`src/rtl/cmp_ctrl_pkg.sv`:
```
// rtl/cmp_ctrl_pkg.sv - shared types and constants for the serial compare controller
package cmp_ctrl_pkg;

   localparam int DIGIT_W = 2;

   typedef enum logic [1:0] {
      IDLE = 2'd0,
      RUN  = 2'd1,
      DONE = 2'd2
   } cmpState_e;

   // CMP_NONE marks "no verdict yet" while digits are still being scanned
   localparam logic [1:0] CMP_NONE = 2'd0;
   localparam logic [1:0] CMP_EQ   = 2'd1;
   localparam logic [1:0] CMP_GT   = 2'd2;
   localparam logic [1:0] CMP_LT   = 2'd3;

endpackage

```
`src/rtl/cmp2_slice.sv`:
```
// rtl/cmp2_slice.sv - combinational unsigned compare of one 2-bit digit
module cmp2_slice
   import cmp_ctrl_pkg::*;
(
   input  logic [DIGIT_W-1:0] a,
   input  logic [DIGIT_W-1:0] b,
   output logic               eq,
   output logic               gt,
   output logic               lt
);

   assign eq = (a == b);
   assign gt = (a > b);
   assign lt = (a < b);

endmodule

```
`src/rtl/serial_cmp_ctrl.sv`:
```
// rtl/serial_cmp_ctrl.sv - MSB-first digit-serial magnitude compare controller
// EARLY_EXIT_EN: when defined, RUN ends at the first unequal digit.
module serial_cmp_ctrl
   import cmp_ctrl_pkg::*;
#(
   parameter int WIDTH = 8
) (
   input  logic             clk,
   input  logic             rst,
   input  logic             start,
   input  logic [WIDTH-1:0] a,
   input  logic [WIDTH-1:0] b,
   output logic             busy,
   output logic             done,
   output logic             eq,
   output logic             gt,
   output logic             lt
);

   localparam int NDIG  = WIDTH / DIGIT_W;
   localparam int IDX_W = (NDIG > 1) ? $clog2(NDIG) : 1;
   localparam logic [IDX_W-1:0] IDX_TOP = IDX_W'(NDIG - 1);

   cmpState_e          state, stateNext;
   logic [WIDTH-1:0]   aReg, bReg;
   logic [IDX_W-1:0]   idx;
   logic [1:0]         verdict, verdictNext;
   logic [DIGIT_W-1:0] digitA, digitB;
   logic               sliceEq, sliceGt, sliceLt;
   logic               capture;

   assign digitA = aReg[idx*DIGIT_W +: DIGIT_W];
   assign digitB = bReg[idx*DIGIT_W +: DIGIT_W];

   cmp2_slice uSlice (
      .a  (digitA),
      .b  (digitB),
      .eq (sliceEq),
      .gt (sliceGt),
      .lt (sliceLt)
   );

   always_comb begin
      stateNext   = state;
      verdictNext = verdict;
      capture     = 1'b0;
      case (state)
         IDLE: begin
            if (start) begin
               stateNext   = RUN;
               capture     = 1'b1;
               verdictNext = CMP_NONE;
            end
         end
         RUN: begin
            // only the first unequal digit decides; later digits cannot override it
            if (verdict == CMP_NONE && !sliceEq) begin
               verdictNext = sliceGt ? CMP_GT : CMP_LT;
`ifdef EARLY_EXIT_EN
               stateNext   = DONE;
`endif
            end
            if (idx == '0) begin
               stateNext = DONE;
               if (verdict == CMP_NONE && sliceEq)
                  verdictNext = CMP_EQ;
            end
         end
         DONE:    stateNext = IDLE;
         default: stateNext = IDLE;
      endcase
   end

   always_ff @(posedge clk) begin
      if (rst) begin
         state   <= IDLE;
         aReg    <= '0;
         bReg    <= '0;
         idx     <= '0;
         verdict <= CMP_NONE;
      end else begin
         state   <= stateNext;
         verdict <= verdictNext;
         if (capture) begin
            aReg <= a;
            bReg <= b;
            idx  <= IDX_TOP;
         end else if (state == RUN && idx != '0) begin
            idx <= idx - 1'b1;
         end
      end
   end

   assign busy = (state == RUN);
   assign done = (state == DONE);
   assign eq   = (verdict == CMP_EQ);
   assign gt   = (verdict == CMP_GT);
   assign lt   = (verdict == CMP_LT);

   // sliceLt is implied by !sliceEq && !sliceGt; kept on the slice for symmetry
   logic unusedLt;
   assign unusedLt = sliceLt;

endmodule

```
`config.mk`:
```
export PLATFORM = sky130hd
export DESIGN_NAME = serial_cmp_ctrl
export DESIGN_NICKNAME = d
export VERILOG_FILES = /design/src/rtl/cmp_ctrl_pkg.sv /design/src/rtl/cmp2_slice.sv /design/src/rtl/serial_cmp_ctrl.sv
export SDC_FILE = /design/constraint.sdc
export NUM_CORES = 1
export LEC_CHECK = 0
export CORE_MARGIN = 4
export CORE_UTILIZATION = 25
export DETAILED_ROUTE_END_ITERATION = 10
export GPL_TIMING_DRIVEN = 1
export PLACE_DENSITY = 0.52
export SYNTH_ARGS = -nofsm -noshare
export SYNTH_HDL_FRONTEND = slang
export SYNTH_SLANG_ARGS = --single-unit
```
`constraint.sdc`:
```
create_clock -name clk -period 1.8 [get_ports clk]
set_input_delay 0.45 -clock clk [delete_from_list [all_inputs] [get_ports clk]]
set_output_delay 0.45 -clock clk [all_outputs]
set_load 0.005 [all_outputs]
```
# --- Word-level counts from Yosys, hierarchy flattened ---
# Index checks and enable logic that the tools add are counted.
word_totals:
  register_bits: 22
  in_bits: 19
  output_inout_bits: 5
  wordCells: 42
op_classes:
  add_sub_neg: 1
  n_lt_le_gt_ge: 1
  n_eq_ne: 8
  shift: 2
  mux: 13
  n_reduce_logical: 12
ops:
  columns: ["op", "count"]
  rows:
  - ["2-to-1 mux 2 bit", 8]
  - ["variable part select 8 x 4 -> 2 bit", 2]
  - ["case mux 2 bit (2 select lines)", 2]
  - ["== test 2 bit, second input constant", 3]
  - ["logical NOT 2 bit", 3]
  - ["nonzero test 2 bit", 3]
  - ["== test 2 x 1 -> 1 bit, second input constant", 2]
  - ["AND reduction 2 bit", 2]
  - ["logical AND 1 bit", 3]
  - ["2-to-1 mux 1 bit", 3]
  - ["== test 2 bit", 1]
  - ["> comparator 2 bit", 1]
  - ["!= test 2 x 1 -> 1 bit, second input constant", 1]
  - ["!= test 2 bit, second input constant", 1]
  - ["subtractor 2 x 1 -> 2 bit, second input constant", 1]
  - ["logical NOT 1 bit", 1]

# --- Longest topological paths before layout ---
# Gate-level depths: netlist (run 1).
depth:
  ltp_word: 8
  depth_mapped: 7
  ltp_nobuf: 6

# --- Modules after synthesis ---
# From an unflattened synthesis (run 1), not the netlist that was laid out.
hier_totals:
  hier_cells: 114
  hier_area_um2: 1022.2
modules_own_cells:
  columns: ["module", "instances", "cells_per_inst", "area_each_um2", "seq_area_each_um2"]
  rows:
  - ["serial_cmp_ctrl", 1, 105, 959.7, 440.4]
  - ["cmp2_slice", 1, 9, 62.6, 0.0]

# --- Worst setup path after synthesis (run 1) ---
# OpenSTA, ideal clock, no wires.
synth_path:
  kind: "flip-flop to flip-flop"
  from: "register idx[0]"
  to: "register verdict[0]"
  setup_time_ns: 0.103
  t_arrival_ns: 1.768
  required_ns: 1.697
  path_slack_ns: -0.071
  path_stages_with_launch: 6
  n_path_buf: 1
  synth_period_minus_slack_ns: 1.871
  path_cell_list: "dfxtp_1 -> buf_2 -> mux4_2 -> ha_1 -> a21o_1 -> a2111oi_2"
synth_between:
  elab_chain_cells: 8
  elab_cells_between_ends: 13
  classes_between: "order compare (1); eq/ne (1); shift (2); mux (5); reduce/logical (4)"
synth_lines:
  columns: ["element", "line", "rtl"]
  rows:
  - ["from (decl)", "serial_cmp_ctrl.sv:26", "logic [IDX_W-1:0] idx;"]
  - ["from (signal assigned)", "serial_cmp_ctrl.sv:89", "idx <= idx - 1'b1;"]
  - ["parallel branches: the longest is 6 deep, another holds > comparator 2 bit", null, null]
  - ["2-to-1 mux 2 bit (*)", "serial_cmp_ctrl.sv:63", "if (idx == '0) begin"]
  - ["case mux 2 bit (2 select lines) (*)", "serial_cmp_ctrl.sv:47", "case (state)"]
  - ["to (signal assigned)", "serial_cmp_ctrl.sv:83", "verdict <= verdictNext;"]
  - ["to (decl)", "serial_cmp_ctrl.sv:27", "logic [1:0] verdict, verdictNext;"]
# Every way passes the cells marked *.
# A chain may end at the register's enable or synchronous reset.

# --- Final worst setup path (run 1) ---
# Same ends and word-level chain as after synthesis.

==> impl_summary.md, run 1 <==
Power
The static leakage power is 0.553 nW. The maximum resistive drop on vdd is 0.000399 V. The power after layout is roughly 1.3 mW.

In this run the power density over the cells is 913 mW/mm^2.

Clock network
Clock latency on the worst-skew pair, taken at its later pin, is 0.26 ns. The clock root buffer is sky130_fd_sc_hd__clkbuf_8. In this run the number of H-tree levels came out at 1. The total number of clock tree sinks is 22. The total CTS buffers is 3.

The CTS tree is yes. The maximum number of buffers from clock root to sink is 2. The clock transition at the registers of the reported paths is roughly 0.080 ns.

Synth
Synthesis inferred 22 register bits. The most frequently used flop master after synthesis is sky130_fd_sc_hd__dfxtp_1. Yosys attributes the largest share of cell area to sky130_fd_sc_hd__dfxtp_1 44%, sky130_fd_sc_hd__nand2_1 12%, sky130_fd_sc_hd__a21oi_1 9.4%. In the synthesized netlist the async set-or-reset flop fraction comes to 0. The total standard cell area after synthesis is roughly 0.001 sq mm. The share of synthesized area in the top cell type comes to 0.436. The most area-hungry cell type in the Yosys netlist is sky130_fd_sc_hd__dfxtp_1.

During synthesis, Yosys emitted a total of 0 warnings. In this run, synthesis inferred 0 flip-flops with an integrated enable. A synthesized cell averages 9.19 sq um. The number of nets produced by synthesis is 132. The sequential cell area fraction in the yosys report is 0.436. The netlist uses 25 different library cells. In the synthesized netlist, the number of instances is 110.

STA
The setup slack of the critical path after layout is -0.0240 ns. The final period utilization is 1.01. Headroom to the max-slew limit came out at 0.705. The maximum operating frequency is 548 MHz. Setup repair after global routing could not meet its margin everywhere. The final setup violation count is 1. The number of hold violations in the final report is 0.

Setup total negative slack on the finished layout was measured at -0.0240 ns. The final max-slew violation count is 0. The transition time of the tightest slew-check pin is 0.441 ns. The smallest clock period supported by the final layout is computed as between 1.5 and 2 ns. The clock tree skew after final layout is around 0.0042 ns.

Routing
The number of nets with antenna violations after detailed routing is 0. The via density per instance is 4.39. For this block, the initial DRC count from the detailed router was 10. The final wirelength is 2250 microns.

The count of unresolved DRC violations after routing is 0. Before antenna repair, the detailed router went through 4 iterations. The detail-routed net length per standard cell is 11.9 microns. The routed layout has 829 vias.

Placed design
The number of placed instances, taps included, is roughly 180. The congestion estimate from routability-driven global placement came to 0.740. After legalization and detailed placement, the total HPWL measured 1670 microns. Port buffering added 23 buffers. The instance area after placement is 0.00132 sq mm.

Cells and area
The final net count is 164. In the final layout, flip-flops and latches occupy 448 sq um. In the final layout, the share of cells above drive strength 1 is 0.248. The final cell area excluding filler cells is between 0.001 and 0.0015 sq mm. After the flow finishes, the layout carries non-filler instances totaling 189. The count of inserted antenna diode cells is 0.

Relative to the synthesized area, the layout overhead comes to 44.6%. The count of filler cells inserted in the layout is 379. In the final layout, the multi-input gates occupy approximately 550 sq um.

Critical path
In this run the worst path has a maximum fanout of 2. STA classifies the critical path endpoint as a flip-flop. The critical path goes through buf_6, mux4_2, inv_2, ha_4, nand3b_1, a31oi_2, a2111oi_4. The worst setup path is launched from a flip-flop. The required time of the worst setup path is between 1.5 and 2 ns.

The kind of critical path is reg -> reg. The cell with the largest stage delay on the worst path is sky130_fd_sc_hd__mux4_2. STA puts the critical path data arrival time at 1.99 ns. On the worst path, the slowest cell contributes a delay of 0.49 ns.

Worst hold path
The worst hold path class is reg -> reg.

Floorplan
The vertical die dimension is 71.6 microns. The core area is 0.00377 sq mm. The die covers 0.00513 sq mm. The standard-cell row count is 22. The effective utilization at floorplan is 0.268.

The horizontal die dimension is slightly above 70 microns. The top-level port count is 24.

Global routing
The number of global-route vias before repair is 787. Entering global routing, the biggest net connects 14 pins. In the global route stage, overall resource usage came out at 0.0911. The global-route congestion overflow total is 0. The number of antenna violations at the first check in global routing is 0. The first global-routing pass estimated 3690 microns of wire.

Status
The checks that failed: setup timing. The run finished, with violations left.

Job
The number of max-cap violations is 0.
layout by cell type, fill, tap and decap left out, types with 2 or more instances in the layout:
cell type	instances
sky130_fd_sc_hd__nand2_1	31
sky130_fd_sc_hd__clkdlybuf4s50_1	22
sky130_fd_sc_hd__a21oi_1	18
sky130_fd_sc_hd__dfxtp_1	18
sky130_fd_sc_hd__buf_4	8
sky130_fd_sc_hd__mux4_2	4
sky130_fd_sc_hd__inv_1	4
sky130_fd_sc_hd__nor2_1	3
sky130_fd_sc_hd__clkbuf_8	3
sky130_fd_sc_hd__dfxtp_2	3
sky130_fd_sc_hd__inv_2	2
sky130_fd_sc_hd__a21o_1	2
sky130_fd_sc_hd__ha_4	2
sky130_fd_sc_hd__buf_6	2
per-layer routing:
metal,track usage,vias to the layer above,routed length (microns)
li1,-,430,-
met1,0.117,379,1040
met2,0.140,18,1050
met3,0.0337,2,144
met4,0.0313,0,17
met5,0,-,0
worst max-delay path: cells and delay by family, from the launching register on:
family	cells	cell delay, ns
AO/OA/AOI/OAI	2	0.39
adder cells (fa/ha/maj)	1	0.21
buffers and inverters	2	0.19
flip-flops	1	0.35
multiplexers	1	0.49
AND/OR/NAND/NOR	1	0.10
timing repair:
item | in CTS | in global routing
buffers inserted | 1 | 1
cloned | 0 | 0
resized for setup | 8 | 7
hold buffers | 0 | 0
endpoints found under the setup margin | 4 | 6
pin swaps | 2 | 3
cell usage after synthesis (2+ instances only):
library cell               number
sky130_fd_sc_hd__a21o_1         2
sky130_fd_sc_hd__a21oi_1       19
sky130_fd_sc_hd__buf_6          2
sky130_fd_sc_hd__clkbuf_1       2
sky130_fd_sc_hd__dfxtp_1       22
sky130_fd_sc_hd__ha_1           3
sky130_fd_sc_hd__inv_1          6
sky130_fd_sc_hd__mux4_2         4
sky130_fd_sc_hd__nand2_1       31
sky130_fd_sc_hd__nor2_1         3
sky130_fd_sc_hd__nor2b_1        2
where the power goes:
part           total, mW  internal (mW)  switching, mW
clock network      0.459          0.297          0.162
registers          0.556          0.525         0.0310
logic              0.319          0.178          0.141
worst paths after layout:
path | startpoint | end | slack, ns | cells after the start
max reg2reg | idx[0] | verdict[0] | -0.02 | 7
max | idx[0] | verdict[0] | -0.02 | 7
min | aReg[1] | aReg[1] | 0.46 | 2
min reg2reg | aReg[1] | aReg[1] | 0.46 | 2
registers in the layout (all words and copies together) (netlist names):
register and cells:
aReg 8, bReg 8, verdict 2, state 2, idx 2
metrics by stage:
| stage | util | hold slack, ns | worst slack (ns) |
|---|---|---|---|
| finish | 0.388 | 0.459 | -0.0240 |
| global route | 0.388 | 0.482 | -0.112 |
| CTS | 0.378 | 0.458 | -0.0213 |
| detailed placement | 0.351 | 0.447 | -0.0445 |
| global placement | 0.351 | 0.449 | -0.00949 |
| floorplan | - | 0.433 | 0.0119 |
cell type report:
type,count,area share
Multi-Input combinational cell,76,0.375
Sequential cell,22,0.307
Timing Repair Buffer,33,0.213
Tap cell,48,0.0411
Clock buffer,3,0.0283
Clock inverter,1,0.0205
Inverter,6,0.0154
cells by family after synthesis:
family          share of synthesized area
mux                                0.0891
buf+inv                            0.0718
simple gates                        0.222
flops                               0.436
fa+ha+maj                          0.0371
compound gates                      0.145
No activity file was read; power rests on OpenSTA's default activity.
==> inputs of run 2 (changes only) <==
--- a/config.mk
+++ b/config.mk
@@ -10,6 +10,7 @@
 export DETAILED_ROUTE_END_ITERATION = 10
 export GPL_TIMING_DRIVEN = 1
 export PLACE_DENSITY = 0.52
+export REMOVE_ABC_BUFFERS = 1
 export SYNTH_ARGS = -nofsm -noshare
 export SYNTH_HDL_FRONTEND = slang
 export SYNTH_SLANG_ARGS = --single-unit
==> run 2 against run 1 <==
Via count decreased by 1.7%. Fmax increased by 1.2%. Cell count decreased by 2.6%. Critical path depth decreased by 5. Worst setup slack improved by 0.021 ns. The flow still finishes with violations (setup timing). First-iteration DRC count increased to 3.8 times the previous value. Die area unchanged. Non-clock buffer count decreased by 5. Flip-flop and latch count unchanged. Highest routed layer unchanged. Largest power group unchanged. Largest cell class unchanged. Cell area decreased by 5.5%.
==> impl_summary.md, run 2 (synthesis gave the netlist of run 1 again) <==
Critical path
The critical path launch point type is a flip-flop. The setup slack of the most critical reg-to-reg path is 0.03 ns (+0.05 ns). The required time of the worst setup path is 1.35 ns (-0.62 ns).

The worst register-to-register path begins at idx[0]. The arrival time of data at the critical path endpoint is 1.35 ns (-0.64 ns). The critical path endpoint category is an output pin.

The largest fanout of any net on the critical path came to 5 (+3). The most critical setup path has its startpoint at verdict[0]. The capturing element of the worst setup path is eq. The depth of the worst register-to-register path is 5 (-2). The endpoint of the lowest-slack register-to-register path is verdict[0]. By startpoint and endpoint, the worst setup path is classified as reg -> out.

STA
The maximum operating frequency is 555 MHz (+1.2%). The number of hold violations in the final report is 0 (unchanged). The clock tree skew after final layout is 0.00212 ns (-0.00206 ns).

The final setup violation count is 1 (unchanged). The setup slack of the critical path after layout is -0.00265 ns (+0.0214 ns). The final critical delay including setup and external delays came to 1.80 ns (-0.0214 ns). The final max-slew violation count is 0 (unchanged). The final period utilization is 1.00 (-0.0119). Setup repair after global routing could not meet its margin everywhere.

The transition time of the tightest slew-check pin came to 0.344 ns (-0.0966 ns). The worst-case headroom to the max-slew limit came to 0.770 (+0.0646).

Placed design
The instance area after placement came to 0.00129 sq mm (-2.6%). The placer congestion estimate is 0.777 (+5.0%). The HPWL after detailed placement is 1570 microns (-6.2%). The total instance count after detailed placement is 180 (-1.6%). The number of buffer cells added on primary ports came to 23 (unchanged).

The worst setup slack before clock tree synthesis was -0.228 ns (-0.183 ns).

Clock network
The post-CTS setup-driven buffer insertion count was 0 (-1). TritonCTS built the clock tree. The total number of clock tree sinks is 22 (unchanged). The number of H-tree levels is 1 (unchanged). The clock transition at the registers of the reported paths came to 0.07 ns (about the same). The maximum number of buffers from clock root to sink is 2 (unchanged).

The total CTS buffers is 3 (unchanged). The clock latency of the later-clocked register in the worst-skew pair is 0.26 ns (about the same). The tree is rooted in a sky130_fd_sc_hd__clkbuf_8. The number of buffers inserted for hold repair after clock tree synthesis is 0 (unchanged).

Job
The number of max-cap violations is 0 (unchanged).

Cells and area
The largest registers in the layout are aReg: 8 flops, bReg: 8 flops. The final cell area excluding filler cells was 0.00138 sq mm (-5.5%). Leaving out fill and tap cells, the most frequent cells in the layout are 31 x sky130_fd_sc_hd__nand2_1, 22 x sky130_fd_sc_hd__clkdlybuf4s50_1, 18 x sky130_fd_sc_hd__a21oi_1, 18 x sky130_fd_sc_hd__dfxtp_1, 5 x sky130_fd_sc_hd__buf_4. The share of layout cells above drive strength 1 was 0.206 (-0.0423). The post-route non-filler standard cell count is 184 (-2.6%). The utilization of the core after routing is 0.366 (-0.0212). The count of inserted antenna diode cells is 0 (unchanged). The area overhead of the layout relative to synthesis is 36.6%.

The final net count is 159 (-3.0%). Leaving out fill and tap cells, the most frequent cell in the layout is sky130_fd_sc_hd__nand2_1. The count of filler cells inserted in the layout is 372 (-1.8%).

Routing
The final wirelength was 2060 microns (-8.4%). The count of unresolved DRC violations after routing is 0 (unchanged). The detail-routed net length per standard cell is 11.2 microns (-6.0%). The total number of vias is 815 (-1.7%). The via density per instance is 4.43 (+0.98%). The starting DRC count in detailed routing was 38 (+28).

The number of iterations in the first detailed-routing pass was 4 (unchanged). The number of nets with antenna violations after detailed routing was 0 (unchanged).

Global routing
The wire length of the first global-routing pass is 3420 microns (-7.3%). The number of global-route vias before repair is 768 (-2.4%). The global-route total usage across every layer was 0.0840 (-0.00713). The largest net degree at the start of global routing was 17 (+3). The number of antenna violations at the first check in global routing came to 0 (unchanged).

The global-route congestion overflow total is 0 (unchanged).

Floorplan
The horizontal die dimension is 71.6 microns (unchanged). The core area is 0.00377 sq mm (unchanged). The effective utilization at floorplan is 0.268 (unchanged).

The standard-cell row count was 22 (unchanged). The vertical die dimension is 71.6 microns (unchanged). The top-level port count came to 24 (unchanged). The die footprint is 0.00513 sq mm (unchanged).

Power
The static leakage power is 0.518 nW (-6.3%). The maximum resistive drop on vdd came to 0.000622 V (+56%). The power density relative to cell area is 854 mW/mm^2 (-6.4%).

The power after layout is 1.18 mW (-12%).

Status
The flow ran to the end, but the final reports show violations. The final reports fail on setup timing.

Worst hold path
The worst hold path class is reg -> reg.
[run 2: changes by cell type in the layout (fill, tap and decap cells not counted), sizes merged]
cell	change
buf	-5
bufinv	-1
clkbuf	+1
[run 2: worst max-delay path: stages, from the launching register on]
cell and delay [ns]:
sky130_fd_sc_hd__dfxtp_1 0.43, sky130_fd_sc_hd__nor2b_1 0.16, sky130_fd_sc_hd__clkdlybuf4s50_1 0.50
[run 2: layout make-up]
| type | instances | area [sq um] | area share |
|---|---|---|---|
| clock buffers | 4 | 55.1 | 0.0399 |
| inverters | 6 | 22.5 | 0.0163 |
| multi-input cells | 76 | 527 | 0.381 |
| flip-flops and latches | 22 | 450 | 0.326 |
| well taps | 48 | 60.1 | 0.0435 |
| repair buffers | 28 | 267 | 0.193 |
[run 2: power breakdown]
part | switching, mW | internal (mW)
logic | 0.120 | 0.152
registers | 0.0352 | 0.526
clock network | 0.152 | 0.195
total | 0.308 | 0.872
[run 2: what timing repair did]
action / in CTS / in global routing
pin swaps: 2 / 1
resized for setup: 8 / 4
endpoints found under the setup margin: 4 / 4
[run 2: worst min path at each step]
stage,from,end,slack (ns),cells past startpoint
2_1_floorplan,aReg[4],aReg[4],0.43,2
3_3_place_gp,bReg[3],bReg[3],0.45,2
3_5_place_dp,aReg[4],aReg[4],0.45,2
4_1_cts,aReg[4],aReg[4],0.46,2
5_1_grt,bReg[0],bReg[0],0.48,2
6_report,bReg[0],bReg[0],0.46,2
[run 2: metal layers]
layer / track usage / up-vias / share of wire
met4: 0.0188 / 0 / 0.0092
met5: 0 / - / 0
met3: 0.0407 / 4 / 0.075
li1: - / 426 / -
met1: 0.114 / 359 / 0.48
met2: 0.119 / 26 / 0.43
[run 2: per-stage QoR]
step | setup TNS (ns) | hold WS, ns
2_1_floorplan | -0.0941 | 0.427
3_3_place_gp | -0.248 | 0.446
3_5_place_dp | -0.355 | 0.449
4_1_cts | -0.0258 | 0.459
5_1_grt | -0.0988 | 0.475
6_report | -0.00265 | 0.459
==> inputs of run 3 (changes only) <==
==> constraint.sdc (replaced) <==
create_clock -name clk -period 1.8 [get_ports clk]
set_input_delay 0.45 -clock clk [delete_from_list [all_inputs] [get_ports clk]]
set_output_delay 0.45 -clock clk [all_outputs]
set_load 0.05 [all_outputs]
==> run 3 against run 2 <==
Clock power about the same. Largest cell class unchanged. Sequential power hardly changed. Sequential share of layout area shrank 1.6 points. Register-to-register slack hardly changed. The flow now finishes without violations. Critical endpoint is now verdict[0]. Worst setup slack improved by 0.025 ns. Combinational power grew 15%. Fmax grew 1.4%. Cell area grew 3.5%.
==> impl_summary.md, run 3 (synthesis gave the netlist of run 1 again) <==
Cells and area
The count of inserted antenna diode cells is 0 (unchanged). The share of layout cells above drive strength 1 is 0.219 (+0.0131). From synthesis to final layout, the design area changed by 41.5%. The most common cell after layout, fill and taps aside is sky130_fd_sc_hd__nand2_1.

Leaving out fill and tap cells, the most frequent cells in the layout are 31 x sky130_fd_sc_hd__nand2_1, 21 x sky130_fd_sc_hd__dfxtp_1, 19 x sky130_fd_sc_hd__a21oi_1, 18 x sky130_fd_sc_hd__clkdlybuf4s50_1, 6 x sky130_fd_sc_hd__buf_4. The largest registers in the layout are aReg: 8 flops, bReg: 8 flops. The final net count is 160 (+0.63%). The final cell area excluding filler cells was 0.00143 sq mm (+3.5%). The post-route non-filler standard cell count came to 185 (+0.54%).

The count of filler cells inserted in the layout is 377 (+1.3%).

Global routing
The global-route track usage on met2 came to 0.129 (+0.00918). The global routing stage identified its most utilized layer as met2. The global-route total usage across every layer is 0.0862 (+0.00225). The number of antenna violations at the first check in global routing is 0 (unchanged). The met3 capacity usage during global routing came to 0.0224 (-0.0182). The largest net degree at the start of global routing came to 17 (unchanged). The met1 usage came to 0.117 (+0.00226). The global-route congestion overflow total is 0 (unchanged). The number of global-route vias before repair came to 806 (+4.9%). The wire length of the first global-routing pass is 3530 microns (+3.0%).

STA
The worst-case headroom to the max-slew limit is 0.789 (+0.0193). The number of hold violations in the final report is 0 (unchanged). The final-layout setup total negative slack came to 0 ns (+0.00265 ns). Setup repair after global routing could not meet its margin everywhere. The maximum operating frequency is 563 MHz (+1.4%).

The final critical delay including setup and external delays was 1.78 ns (-0.0249 ns). The final max-slew violation count is 0 (unchanged). The final setup violation count came to 0 (-1). The transition time of the tightest slew-check pin is 0.315 ns (-0.0289 ns). The setup slack of the critical path after layout came to 0.0223 ns (+0.0249 ns). The clock tree skew after final layout is 0.00198 ns (-0.000136 ns). The final period utilization came to 0.988 (-0.0139).

Job
The number of max-cap violations is 0 (unchanged).

Floorplan
The horizontal die dimension is 71.6 microns (unchanged). The die footprint is 0.00513 sq mm (unchanged). The standard-cell row count is 22 (unchanged). The vertical die dimension was 71.6 microns (unchanged).

The top-level port count is 24 (unchanged). The core area is 0.00377 sq mm (unchanged). The effective utilization at floorplan is 0.268 (unchanged).

Clock network
TritonCTS built the clock tree. The total number of clock tree sinks is 22 (unchanged). The maximum number of buffers from clock root to sink is 2 (unchanged). The number of buffers inserted for hold repair after clock tree synthesis is 0 (unchanged). The clock latency of the later-clocked register in the worst-skew pair is 0.26 ns (about the same).

The number of H-tree levels is 1 (unchanged). The clock transition at the registers of the reported paths is 0.08 ns (about the same). The cell sitting at the root of the clock tree is a sky130_fd_sc_hd__clkbuf_8. The total CTS buffers is 3 (unchanged).

Power
The sequential fraction of design power is 0.457 (-0.018). The power after layout is 1.22 mW (+3.4%). The power dissipated by switching net loads was 334 uW (+8.4%). The power density relative to cell area is 853 mW/mm^2 (-0.13%). The power share of the clock group is 0.287 (-0.007). The total internal power is 887 uW (+1.6%). The net switching share of the total power is 0.273 (+0.0126).

The share of total power in combinational logic is 0.256 (+0.025). The static leakage power is 0.542 nW (+4.6%). The maximum resistive drop on vdd is 0.000233 V (-63%).

Critical path
The kind of critical path is reg -> reg. The setup slack of the most critical reg-to-reg path is 0.02 ns (about the same). The critical path endpoint category is a flip-flop. The critical path launch point type is a flip-flop. The required time of the worst setup path is 1.96 ns (+0.61 ns). The largest fanout of any net on the critical path was 5 (unchanged). The arrival time of data at the critical path endpoint is 1.94 ns (+0.59 ns).

Status
The flow ran to the end, and the final reports show no timing, DRC or antenna violations.

Routing
The final wirelength is 2030 microns (-1.7%). The total number of vias is 804 (-1.3%). The number of iterations in the first detailed-routing pass is 4 (unchanged). The number of nets with antenna violations after detailed routing is 0 (unchanged). The via density per instance is 4.35 (-1.9%). The starting DRC count in detailed routing is 54 (+42%). The detail-routed net length per standard cell came to 11.0 microns (-2.2%). The count of unresolved DRC violations after routing is 0 (unchanged).

Placed design
The placer congestion estimate is 0.761 (-2.0%). The instance area after placement came to 0.00134 sq mm (+3.9%). The total instance count after detailed placement is 180 (unchanged).

The worst setup slack before clock tree synthesis is -0.242 ns (-0.0148 ns). The number of buffer cells added on primary ports is 23 (unchanged). The HPWL after detailed placement came to 1580 microns (+0.44%).

Worst hold path
The worst hold path class is reg -> reg.
run 3: cell count changes in the layout (fill, tap and decap cells not counted), sizes merged:
| cell | previous run | this run |
|---|---|---|
| dlygate4sd2 | 1 | 0 |
| clkdlybuf4s50 | 22 | 18 |
| buf | 5 | 11 |
run 3: final timing paths:
check | from | endpoint | cells after the start
max | idx[0] | verdict[0] | 4
min | aReg[6] | aReg[6] | 2
max reg2reg | idx[0] | verdict[0] | 4
min reg2reg | aReg[6] | aReg[6] | 2
run 3: power groups by stage:
stage	clock, mW	sequential [mW]	combinational [mW]
after global routing	0.378	0.565	0.344
after floorplan	0	0.561	0.173
after CTS	0.356	0.559	0.311
after global placement	0	0.569	0.284
after detailed placement	0	0.570	0.291
final	0.350	0.558	0.313
run 3: what timing repair did:
item / in CTS / in global routing
resized for setup: 6 / 0
pin swaps: 2 / 1
buffers inserted: 1 / 0
setup endpoints to repair: 2 / 1
run 3: per-layer routing:
metal	up-vias	share of wire
li1	423	-
met1	350	0.52
met2	26	0.39
met3	5	0.069
met4	0	0.020
met5	-	0
run 3: layout make-up:
class	instances	area, sq um	area share
Multi-Input combinational cell	76	523	0.366
Sequential cell	22	444	0.311
Timing Repair Buffer	29	325	0.227
Tap cell	48	60.1	0.0420
Clock buffer	4	55.1	0.0385
Inverter	6	22.5	0.0157
run 3: worst max-delay path: stages, from the launching register on:
cell                        delay [ns]
sky130_fd_sc_hd__dfxtp_4          0.40
sky130_fd_sc_hd__mux4_2           0.54
sky130_fd_sc_hd__ha_4             0.29
sky130_fd_sc_hd__a21oi_1          0.09
sky130_fd_sc_hd__a2111oi_2        0.36
run 3: per-stage QoR:
| stage | hold slack (ns) | util |
|---|---|---|
| floorplan | 0.427 | - |
| global placement | 0.446 | 0.355 |
| detailed placement | 0.447 | 0.355 |
| CTS | 0.457 | 0.379 |
| global route | 0.475 | 0.379 |
| finish | 0.458 | 0.379 |
